$ cat config.mk
export PLATFORM = sky130hd
export DESIGN_NAME = ballot_collector
export DESIGN_NICKNAME = d
export VERILOG_FILES = /design/src/rtl/ballot_pkg.sv /design/src/rtl/ballot_timer.sv /design/src/rtl/ballot_collector.sv
export SDC_FILE = /design/constraint.sdc
export NUM_CORES = 1
export LEC_CHECK = 0
export CORE_ASPECT_RATIO = 1.1
export CORE_MARGIN = 2
export CORE_UTILIZATION = 43
export CTS_CLUSTER_SIZE = 40
export DETAILED_ROUTE_END_ITERATION = 10
export MAX_ROUTING_LAYER = met4
export PLACE_DENSITY = 0.86
export SLEW_MARGIN = 25
export SYNTH_ARGS = -nofsm -noshare
export SYNTH_HDL_FRONTEND = slang
export SYNTH_SLANG_ARGS = --single-unit
export TNS_END_PERCENT = 5
$ cat constraint.sdc
create_clock -name clk -period 1.6 [get_ports clk]
set_input_delay 0.32 -clock clk [delete_from_list [all_inputs] [get_ports clk]]
set_output_delay 0.32 -clock clk [all_outputs]
set_load 0.05 [all_outputs]
$ cat src/rtl/ballot_pkg.sv
// ballot_pkg: shared state encoding and vote constants for the ballot collection path.
package ballot_pkg;
  typedef enum logic [1:0] {IDLE, COLLECT, PRESENT} state_t;
  localparam int N_VOTERS_MAX = 8;
  localparam logic VOTE_SAFE = 1'b0;
  localparam logic VOTE_FAIL = 1'b1;
endpackage

$ cat src/rtl/ballot_timer.sv
// ballot_timer: loadable down-counter with registered zero flag; ports clk, rst, load, d (load value), en (decrement), zero.
module ballot_timer #(
  parameter int TIMEOUT_W = 8
) (
  input  logic                 clk,
  input  logic                 rst,
  input  logic                 load,
  input  logic [TIMEOUT_W-1:0] d,
  input  logic                 en,
  output logic                 zero
);
  logic [TIMEOUT_W-1:0] cnt;
  always_ff @(posedge clk or posedge rst)
    if (rst) begin
      cnt  <= '0;
      zero <= 1'b1;
    end else if (load) begin
      cnt  <= d;
      zero <= d == '0;
    end else if (en && cnt != '0) begin
      cnt  <= cnt - 1'b1;
      zero <= cnt == TIMEOUT_W'(1);
    end
endmodule

$ cat src/rtl/ballot_collector.sv
// ballot_collector: collects first votes of enabled voters in a timed window and presents a frozen ballot.
// Ports: clk, rst (async high), start, num_voters, timeout_cycles, vote_strb, vote_val, ballot_ready;
// outputs ballot_valid, ballot, received, timed_out, busy.
module ballot_collector
  import ballot_pkg::*;
#(
  parameter int N_VOTERS  = 8,
  parameter int TIMEOUT_W = 8
) (
  input  logic                 clk,
  input  logic                 rst,
  input  logic                 start,
  input  logic [3:0]           num_voters,
  input  logic [TIMEOUT_W-1:0] timeout_cycles,
  input  logic [N_VOTERS-1:0]  vote_strb,
  input  logic [N_VOTERS-1:0]  vote_val,
  input  logic                 ballot_ready,
  output logic                 ballot_valid,
  output logic [N_VOTERS-1:0]  ballot,
  output logic [N_VOTERS-1:0]  received,
  output logic                 timed_out,
  output logic                 busy
);
  state_t state, state_n;
  logic [N_VOTERS-1:0] en_mask, start_mask, capture, missing;
  logic complete, zero, expire_now, accept;
  // i < num_voters over lanes 0..N-1 clamps counts above N to all lanes
  always_comb begin
    start_mask = '0;
    for (int i = 0; i < N_VOTERS; i++) start_mask[i] = i < int'(num_voters);
  end
  assign accept     = state == IDLE && start;
  assign capture    = en_mask & vote_strb & ~received;
  assign missing    = en_mask & ~(received | capture);
  assign complete   = missing == '0;
  assign expire_now = !complete && zero;
  ballot_timer #(.TIMEOUT_W(TIMEOUT_W)) u_timer (
    .clk (clk),
    .rst (rst),
    .load(accept),
    .d   (timeout_cycles),
    .en  (state == COLLECT),
    .zero(zero)
  );
  always_ff @(posedge clk or posedge rst)
    if (rst) state <= IDLE;
    else state <= state_n;
  always_comb
    state_n = state == IDLE    ? (start ? COLLECT : IDLE) :
              state == COLLECT ? ((complete || zero) ? PRESENT : COLLECT) :
                                 (ballot_ready ? IDLE : PRESENT);
  always_comb begin
    ballot_valid = state == PRESENT;
    busy         = state != IDLE;
  end
  always_ff @(posedge clk or posedge rst)
    if (rst) begin
      en_mask   <= '0;
      ballot    <= '0;
      received  <= '0;
      timed_out <= 1'b0;
    end else if (accept) begin
      en_mask   <= start_mask;
      ballot    <= '0;
      received  <= '0;
      timed_out <= 1'b0;
    end else if (state == COLLECT) begin
      ballot    <= (ballot & ~capture) | (vote_val & capture) |
                   (expire_now ? missing & {N_VOTERS{VOTE_FAIL}} : '0);
      received  <= received | capture;
      timed_out <= expire_now;
    end
endmodule

# Word level (Yosys, flattened, before mapping)
# Index checks and enable logic that the tools add are counted.
dict set report classes {
  n_addsub 1
  magnitude_cmp 8
  n_eq_ne 3
  muxes 16
  bitwise 11
  reduce_logical 12
}
# operator n
set op_table {}
lappend op_table {{8-bit two-way mux} 7}
lappend op_table {{8-bit AND} 5}
lappend op_table {{8-bit inverter} 3}
lappend op_table {{8-bit bitwise OR} 3}
lappend op_table {{8-bit logical NOT} 2}
lappend op_table {{3-bit by 4-bit < comparator with 1-bit output, first input constant} 4}
lappend op_table {{8-bit by 1-bit equality test with 1-bit output, second input constant} 1}
lappend op_table {{1-bit by 4-bit < comparator with 1-bit output, first input constant} 2}
lappend op_table {{2-bit by 4-bit < comparator with 1-bit output, first input constant} 2}
lappend op_table {{2-bit two-way mux} 4}
lappend op_table {{8-bit nonzero test} 1}
lappend op_table {{8-bit by 1-bit subtractor with 8-bit output, second input constant} 1}
lappend op_table {{2-bit nonzero test} 3}
lappend op_table {{1-bit two-way mux} 5}
lappend op_table {{1-bit logical AND} 3}
lappend op_table {{2-bit by 1-bit equality test with 1-bit output, second input constant} 1}
lappend op_table {{2-bit equality test, second input constant} 1}
lappend op_table {{2-bit logical NOT} 1}
lappend op_table {{1-bit logical NOT} 1}
lappend op_table {{1-bit logical OR} 1}
dict set report totals {
  ff_bits 36
  input_bits 32
  output_inout_bits 19
  elab_cells 58
}

# Depth between registers and ports, before layout
dict set report logic_depth {
  depth_word 12
  mapped_depth 7
  depth_no_buf 6
}

# Cells and area by module
# A second synthesis with hierarchy kept.
dict set report hier_totals {
  cells_unflattened 201
  area_unflattened_um2 1955.6
}
# mod instances cells_each area_per_inst_um2 seq_area_each_um2
set modules_own_cells {}
lappend modules_own_cells {ballot_collector 1 137 1332.5 675.6}
lappend modules_own_cells {ballot_timer 1 64 623.1 226.5}

# Worst setup path after synthesis
# Ideal clock, no wire load.
dict set report synth_path {
  path_type {flip-flop to flip-flop}
  start {register u_timer.cnt[0]}
  end {register u_timer.cnt[1]}
  setup_time_ps 121
  arrival_ps 1525
  required_time_ps 1479
  path_slack_ps -46
  path_stages_with_launch 7
  n_path_buf 0
  period_less_slack_ps 1646
  path_cell_list {dfrtp_1 > inv_1 > ha_1 > nor3b_2 > a21oi_2 > or2_2 > a22o_1}
}
dict set report synth_between {
  elab_chain_len 3
  elab_cells_between_ends 6
  classes_between {add/sub (1); mux (2); reduce/logical (3)}
}
# element line_no
set synth_lines {}
lappend synth_lines {{from (decl)} ballot_timer.sv:12} ;# logic [TIMEOUT_W-1:0] cnt;
lappend synth_lines {{from (signal assigned)} ballot_timer.sv:21} ;# cnt <= cnt - 1'b1;
lappend synth_lines {{8-bit by 1-bit subtractor with 8-bit output / 8-bit nonzero test (equally long branches)} {ballot_timer.sv:21, ballot_timer.sv:20}}
lappend synth_lines {{8-bit two-way mux / 1-bit logical AND (equally long branches)} ballot_timer.sv:20} ;# end else if (en && cnt != '0) begin
lappend synth_lines {{8-bit two-way mux / 2-bit nonzero test (equally long branches)} -}
# Several ways; a longest one is shown, not always the timed one. The select of a mux whose other input is x is not followed.
# A chain may end at the register's enable or synchronous reset.

# Worst setup path in the final report
dict set report layout_path {
  start {register u_timer.cnt[0]}
  end {register u_timer.cnt[3]}
}
# Same word-level chain as after synthesis.

==> impl_results.md <==
* Horiz. Die Dim at between 60 and 70 um
* Most frequent cells in the layout: buf_4 (35), dfrtp_1 (34), nor2_1 (32)
* First-pass GRT wire length at ~8100 um
* Largest net degree at the start of global routing at 23
* Layout area overhead at 51.8%
* Initial antenna violation count at 0
* RSZ-0062 raised after global routing: yes
* Synth unique cells at 46
* Syn. warnings at 0
* CP Buf/Inv Count at 2
* Worst min-delay path class: in2async
* Drt total wl at 5140 um
* Startpoint Class: flip-flop
* Worst slew pin tran at 393 ps
* PortBufs at 50
* GRT Total Usage at 22.7%
* # H-tree levels at 2
* Slew Limit Headroom at 73.6%
* Layout cells sized above 1 at between 20% and 30%
* Mean Syn Cell Area at 9.17 um2
* Min Tclk post-route at 1600 ps
* DRC at 0
* Top_reg_cell synth: dfrtp_1
* CTS clk-pin slew, worst paths at 70 ps
* Routed len/inst at 15.2 um
* ANT cells at 0
* Crit path max fanout at 4
* Worst path arrival time at 1790 ps
* Max-slew violations at 0
* Max IR drop VDD at 1.15 mV
* CTS tree: built
* Commonest non-fill, non-tap cell in the layout: buf_4
* Root buffer cell: clkbuf_8
* Critical-path cell list: inv_2 -> ha_4 -> nor3b_4 -> buf_4 -> a211oi_2 -> xnor2_1 -> o21ai_2
* Outcome: finished with violations
* Fmax at 624 MHz
* Via count at 1878
* Worst Path Required at roughly 1800 ps
* Drt via density at 5.56
* Synthesized area at approximately 1900 um2
* DP HPWL at about 3700 um
* EDFF count, synth at 0
* Final WS setup at -3.50 ps
* Initial Utilization at between 40% and 50%
* Final Skew at 1.69 ps
* LEAKAGE at between 1 and 1.5 nW
* CTS sink count at 36
* Period Utilization, post-route at 100%
* Post-place instance area at 2720 um2
* Aggregate global routing overflow at 0
* Gate Count Post-Synth at 208
* Synth Register Bits at 36
* Worst Setup End Kind: flip-flop
* Clock latency on the worst-skew pair at between 200 and 300 ps
* Failing checks: setup timing
* Crit path max-delay family: flip-flops
* Pwr dens at 2060 nW/um2
* Num ports at 51
* Drt pass-1 iters at 4
* CP max stage delay at 430 ps
* Std cell rows at 25
* Clk buf depth at 2
* Antenna Nets Post-Route at 0
* GP Congestion at 0.818
* Final Setup Violations at 2
* NumNets Final at 319
* Detailed Route Iter0 Violations at between 100 and 150
* Endpoints failing hold at 0
* Die H at 73.8 um
* Number of maximum-capacitance violations at 0
* Post-Syn Nets at 243
* Post-synthesis sequential area ratio at 47.3%
* Critical path type: reg2reg
* Asr flop ratio synth at 100%
* Total die area at 4980 um2
* CTS buffer count at 5
* Final Cell Area at 2900 um2
* Critical path's slowest cell: dfrtp_1
* Design Power at 5.98 mW
* Core area at about 4300 um2
* Vias in the first global route at 1792
## sequential cells by signal, indices dropped and copies added (netlist names)
name	count
ballot	8
en_mask	8
received	8
u_timer.cnt	8
state	2
timed_out	1
u_timer.zero	1
## path summary, 6_finish.rpt
kind / slack, ps / startpoint / cells after the start / end
worst min register to register: 530 / ballot[3]$_DFFE_PP0P_ / 2 / ballot[3]$_DFFE_PP0P_
worst max-delay path: -4 / u_timer.cnt[0]$_DFFE_PP0P_ / 7 / u_timer.cnt[3]$_DFFE_PP0P_
max in group asynchronous: 920 / rst / 3 / u_timer.zero$_DFFE_PP1P_
worst max register to register: -4 / u_timer.cnt[0]$_DFFE_PP0P_ / 7 / u_timer.cnt[3]$_DFFE_PP0P_
worst min-delay path: 370 / rst / 3 / u_timer.cnt[0]$_DFFE_PP0P_
min in group clk: 530 / ballot[3]$_DFFE_PP0P_ / 2 / ballot[3]$_DFFE_PP0P_
## where the power goes
group,total (mW),switching (mW),internal [mW],leakage [nW]
Sequential,1.81,0.489,1.32,0.431
Combinational,3.46,1.86,1.60,0.769
Clock,0.705,0.322,0.383,0.0503
Total,5.98,2.67,3.31,1.25
## logic make-up after synthesis
kind of cell	synth area share (%)
adders and majority gates	1.97
buffers and inverters	4.07
xor gates and xnor gates	1.84
and+or+nand+nor	23.4
DFF	47.3
AOI/OAI and AO/OA	21.5
## stage by stage
stage                     setup TNS, ps  hold WS (ps)  utilization (%)  instances  worst slack, ps
after floorplan                       0           425                -        208             5.89
after global placement                0           507             63.4        326             23.7
after detailed placement          -41.3           520             63.4        326            -41.3
after CTS                         -34.3           364             66.2        334            -34.3
after global routing               -349           406             67.6        338            -85.2
final                             -3.99           368             67.6        338            -3.50
## synth_stat cells (5+ instances only)
cell     instances  area [um2]
a21oi_1         20         100
a31oi_1          6        37.5
a32oi_1          7        61.3
dfrtp_1         35         876
inv_1           10        37.5
nand2_1         17        63.8
nand3_1          5        25.0
nor2_1          36         135
o21ai_0          7        35.0
## tightest hold or removal path: cells and delay by family
| kind | cells | cell delay, ps |
|---|---|---|
| buf+inv | 3 | 710 |
## layout make-up
class,count,area (um2)
repair buffers,78,813
flip-flops and latches,36,903
well taps,54,67.6
multi-input cells,153,977
clock buffers,7,96.3
inverters,10,37.5
fillers,334,1390
## layer usage
layer  global-route usage, %  vias to the layer above  share of wire (%)
met5                       -                        -                  0
met4                    7.48                        0                2.1
met3                    4.59                       10                4.6
met2                    38.1                       47                 53
met1                    26.9                      916                 40
li1                        -                      905                  -
## what timing repair did
action                                  CTS  global route
endpoints found under the setup margin    4            13
hold buffers                              0             0
gates resized for setup                   4            12
pin swaps                                 1             2
buffers inserted                          1             4
No activity file was read; power rests on OpenSTA's default activity.
